[src/rtl/program_feeder.sv]
// Program memory plus fetch sequencer that feeds instruction and immediate words to the processor din port.
// Latency: a start enters INSTR at the next edge, and mem[pc] drives din combinationally while running.
// Backpressure: none; the sequencer only steps on the processor's one-hot tick.
module program_feeder #(
  parameter int ADDR_W = 4
) (
  input  logic              clk,
  input  logic              rst,
  input  logic [3:0]        tick,
  input  logic              wr_en,
  input  logic [ADDR_W-1:0] wr_addr,
  input  logic [8:0]        wr_data,
  input  logic              start,
  output logic [8:0]        din,
  output logic [ADDR_W-1:0] pc,
  output logic              busy,
  output logic              done,
  output logic              imm_phase
);

  localparam int DEPTH = 1 << ADDR_W;

  typedef enum logic [1:0] {S_IDLE, S_INSTR, S_IMM, S_DONE} state_t;

  state_t            state, state_nxt;
  logic [ADDR_W-1:0] pc_nxt;
  logic              imm_armed, imm_armed_nxt;
  logic [8:0]        mem [DEPTH];
  logic [8:0]        word;
  logic [2:0]        opcode;
  logic              stopped;

  assign word    = mem[pc];
  assign opcode  = word[8:6];
  assign stopped = (state == S_IDLE) || (state == S_DONE);

  // The program image is frozen while the sequencer is running.
  always_ff @(posedge clk or posedge rst) begin
    if (rst) begin
      for (int i = 0; i < DEPTH; i++) mem[i] <= '0;
    end else if (wr_en && stopped) begin
      mem[wr_addr] <= wr_data;
    end
  end

  always_ff @(posedge clk or posedge rst) begin
    if (rst) begin
      state     <= S_IDLE;
      pc        <= '0;
      imm_armed <= 1'b0;
    end else begin
      state     <= state_nxt;
      pc        <= pc_nxt;
      imm_armed <= imm_armed_nxt;
    end
  end

  always_comb begin
    state_nxt     = state;
    pc_nxt        = pc;
    imm_armed_nxt = imm_armed;
    case (state)
      S_IDLE, S_DONE: begin
        if (start) begin
          state_nxt = S_INSTR;
          pc_nxt    = '0;
        end
      end
      S_INSTR: begin
        if (tick == 4'b1000) begin
          case (opcode)
            3'b000: state_nxt = S_DONE;
            3'b111, 3'b010: begin
              state_nxt     = S_IMM;
              pc_nxt        = pc + 1'b1;
              imm_armed_nxt = 1'b0;
            end
            default: pc_nxt = pc + 1'b1;
          endcase
        end
      end
      S_IMM: begin
        // A tick=0100 seen before any other tick belongs to the previous
        // step, so the immediate is held until a fresh 0100 edge.
        if (tick == 4'b0100 && imm_armed) begin
          state_nxt = S_INSTR;
          pc_nxt    = pc + 1'b1;
        end else if (tick != 4'b0100) begin
          imm_armed_nxt = 1'b1;
        end
      end
      default: state_nxt = S_IDLE;
    endcase
  end

  always_comb begin
    busy      = (state == S_INSTR) || (state == S_IMM);
    done      = (state == S_DONE);
    imm_phase = (state == S_IMM);
    din       = busy ? word : 9'h000;
  end

endmodule

[config.mk]
export PLATFORM = sky130hd
export DESIGN_NAME = program_feeder
export DESIGN_NICKNAME = d
export VERILOG_FILES = /design/src/rtl/program_feeder.sv
export SDC_FILE = /design/constraint.sdc
export NUM_CORES = 1
export LEC_CHECK = 0
export CAP_MARGIN = 20
export CORE_MARGIN = 2
export CORE_UTILIZATION = 45
export DETAILED_ROUTE_END_ITERATION = 8
export PLACE_DENSITY_LB_ADDON = 0.12
export SKIP_LAST_GASP = 1
export SYNTH_ARGS = -nofsm -noshare
export SYNTH_HDL_FRONTEND = slang
export SYNTH_SLANG_ARGS = --single-unit
[constraint.sdc]
create_clock -name clk -period 7.3 [get_ports clk]
set_input_delay 1.46 -clock clk [delete_from_list [all_inputs] [get_ports clk]]
set_output_delay 1.46 -clock clk [all_outputs]
set_load 0.05 [all_outputs]
==> flow_summary.json <==
{
  "endpoint_kind": "output pin",
  "routed_wl_um": 17100,
  "synth.yosys.seq_area_share_pct": 52.9,
  "areaGrowthSynthToFinish_pct": 16.5,
  "worstHoldStart": "mem[96]$_DFFE_PP0P_",
  "clkTransAtPathRegs_ns": 0.06,
  "syn_inst": 471,
  "cts.sinks": 151,
  "maxSlewHeadroom_pct": 38.7,
  "met2_usage_pct": 37.3,
  "power_density_nw_per_um2": 451,
  "cts_max_level": 4,
  "crit_start": "pc[0]$_DFFE_PP0P_",
  "cts_resized": 0,
  "start_util_pct": 45.4,
  "die_h_um": 130,
  "cap_violations": 0,
  "yosysUniqueCellTypes": 43,
  "use_met1_pct": 28.9,
  "rr_endpoint": "pc[0]$_DFFE_PP0P_",
  "clockBufferDepth": 2,
  "reg2reg_from": "pc[0]$_DFFE_PP0P_",
  "outcome": "complete, no violations",
  "crit_chain": "buf_4 > mux4_2 > mux4_2 > and2_1 > clkdlybuf4s50_1",
  "total_power_uw": 3750,
  "drive_above_1_share_pct": 45.3,
  "ios": 37,
  "cp_slowest_cell": "dfrtp_2",
  "cts-buffers-inserted": 17,
  "worstHoldEndpoint": "mem[96]$_DFFE_PP0P_",
  "dp_hpwl_um": 10400,
  "timing.hold.ws_ns": 0.498,
  "grt_pass1_vias": 4519,
  "synth_warnings": 0,
  "grt_max_degree": 94,
  "ys.flop_type": "dfrtp_1",
  "top_usage_layer": "met2",
  "gp_congestion": 0.749,
  "syn_area_um2": 7140,
  "drcViolationCount": 0,
  "cts_setup_buffers": 0,
  "grt-ovfl-total": 0,
  "cp-start-kind": "flop",
  "slew_viol_final": 0,
  "crit_path_frequent_cell": "mux4_2",
  "r2r_setup_slack_ns": 4.36,
  "hold_violations": 0,
  "antenna_found_initial": 0,
  "multi_input_area_um2": 3190,
  "ant_nets": 0,
  "setup_tns_ns": 0,
  "hp-class": "reg2reg",
  "comb_power_share_pct": 39.8,
  "via_per_inst": 5.68,
  "port_buffers": 36,
  "wl_per_cell_um": 23.2,
  "required_ns": 5.84,
  "die_area_um2": 16900,
  "gr-usage-met3_pct": 4.92,
  "synthArstFlopShare_pct": 100,
  "nets": 536,
  "grt_util_all_layers_pct": 22.0,
  "switching_share_pct": 34.5,
  "core_area_um2": 15700,
  "ff_latch_area_um2": 3780,
  "min_period_ns": 5.10,
  "rows": 46,
  "cp_max_fo": 23,
  "synth-edff-count": 0,
  "cp_num_buf_inv": 2,
  "syn_avg_cell_area_um2": 15.2,
  "synth_nets": 496,
  "p_seq_share_pct": 36.7,
  "first_iter_violations": 280,
  "ir_drop_v": 0.000279,
  "r2r_cells": 7,
  "critical_path_class": "reg2out",
  "grt_pass1_wl_um": 26700,
  "layout_common_cells": "149 x mux2_2, 149 x dfrtp_1, 36 x clkdlybuf4s50_1, 35 x mux4_2, 20 x nor2_1",
  "power_switching_uw": 1290,
  "setup-violations-final": 0,
  "hold_buffers": 0,
  "n_antenna_cell": 0,
  "num_vias": 4198,
  "arrival_ns": 3.64,
  "rsz0062_at_grt": "no",
  "worstMarginPinSlew_ns": 0.919,
  "leakagePower_uw": 0.00371,
  "timing.final.crit_share_pct": 69.9,
  "path_delay_family": "buffers and inverters",
  "clock-root-buffer": "clkbuf_16",
  "fin_worst_skew_ns": 0.00933,
  "p_clk_share_pct": 23.5,
  "drt-pass1-iter-count": 4,
  "holdPathStages": 1,
  "timing.fmax_mhz": 196,
  "synth_seq_cells": 151,
  "fill_cells": 1300,
  "die_w_um": 130,
  "cts_tree": "done",
  "max_stage_delay_ns": 0.77,
  "clk_latency_ns": 0.42,
  "intPower_uw": 2460
}
-- layer usage --
metal,vias up,wire [µm]
li1,1845,-
met1,2239,7410
met2,101,8630
met3,13,935
met4,0,167
met5,-,0
-- metrics by stage --
| stage | utilization, % | setup slack, ns | cell area, µm² | instances |
|---|---|---|---|---|
| 3_5_place_dp | 49.2 | 2.59 | 7730 | 708 |
| 3_3_place_gp | 49.2 | 2.62 | 7730 | 708 |
| 4_1_cts | 52.9 | 2.13 | 8320 | 739 |
| 6_report | 52.9 | 2.20 | 8320 | 739 |
| 5_1_grt | 52.9 | 1.95 | 8320 | 739 |
| 2_1_floorplan | - | 1.78 | 7140 | 471 |
-- power groups by stage --
stage          Combinational (µW)  Sequential, µW  Clock [µW]
2_1_floorplan                1180            1320           0
6_report                     1490            1380         879
3_5_place_dp                 1500            1390           0
3_3_place_gp                 1470            1380           0
5_1_grt                      1600            1420         933
4_1_cts                      1500            1380         892
-- registers in the layout, indices dropped and copies added, names as in the netlist --
name,cells
mem,144
state,2
imm_armed,1
pc,4
-- worst register-to-register path, stage by stage (launching register included) --
cell and delay, ns:
dfrtp_2 0.77, buf_4 0.53, mux2i_1 0.25, a221oi_1 0.14, o21bai_1 0.33, nand3_2 0.17
o21ai_2 0.27, mux2_2 0.37
-- worst max-delay path by stage --
stage                                       end  cells after the start
final                                    din[0]                      5
after detailed placement                 din[0]                      5
after global placement                   din[4]                      5
after floorplan           imm_armed$_DFFE_PP0P_                      1
after CTS                                din[0]                      5
after global routing                     din[6]                      7
-- synthesized netlist by cell type (3+ instances only) --
cell type    n  area [µm²]
and2_1       7        43.8
clkbuf_1    19        71.3
nor2_1      20        75.1
nand3_1      4        20.0
buf_4        3        22.5
nand2_1     11        41.3
or3_1        5        31.3
mux4_1       3        78.8
a31oi_1      3        18.8
mux2_2     149        1680
mux2i_1     11         110
mux4_2      35         788
dfrtp_1    151        3780
inv_1        8        30.0
ha_1         4        50.1
-- cell type report --
type / instances / area share [%]
clock buffers: 18 / 5.16
clock inverters: 13 / 1.88
inverters: 8 / 0.421
multi-input cells: 284 / 38.3
flip-flops and latches: 151 / 45.5
well taps: 216 / 3.25
repair buffers: 49 / 5.51
-- cells by family (layout without fill, tap and decap cells) --
logic type      Yosys count  in the layout  synth area share [%]
compound gates           21             21                  2.35
fa+ha+maj                 4              4                 0.701
flops                   151            151                  52.9
simple gates             61             61                  4.40
mux                     198            198                  37.2
buf+inv                  36             88                  2.42
Power figures use the tool's default switching activity.
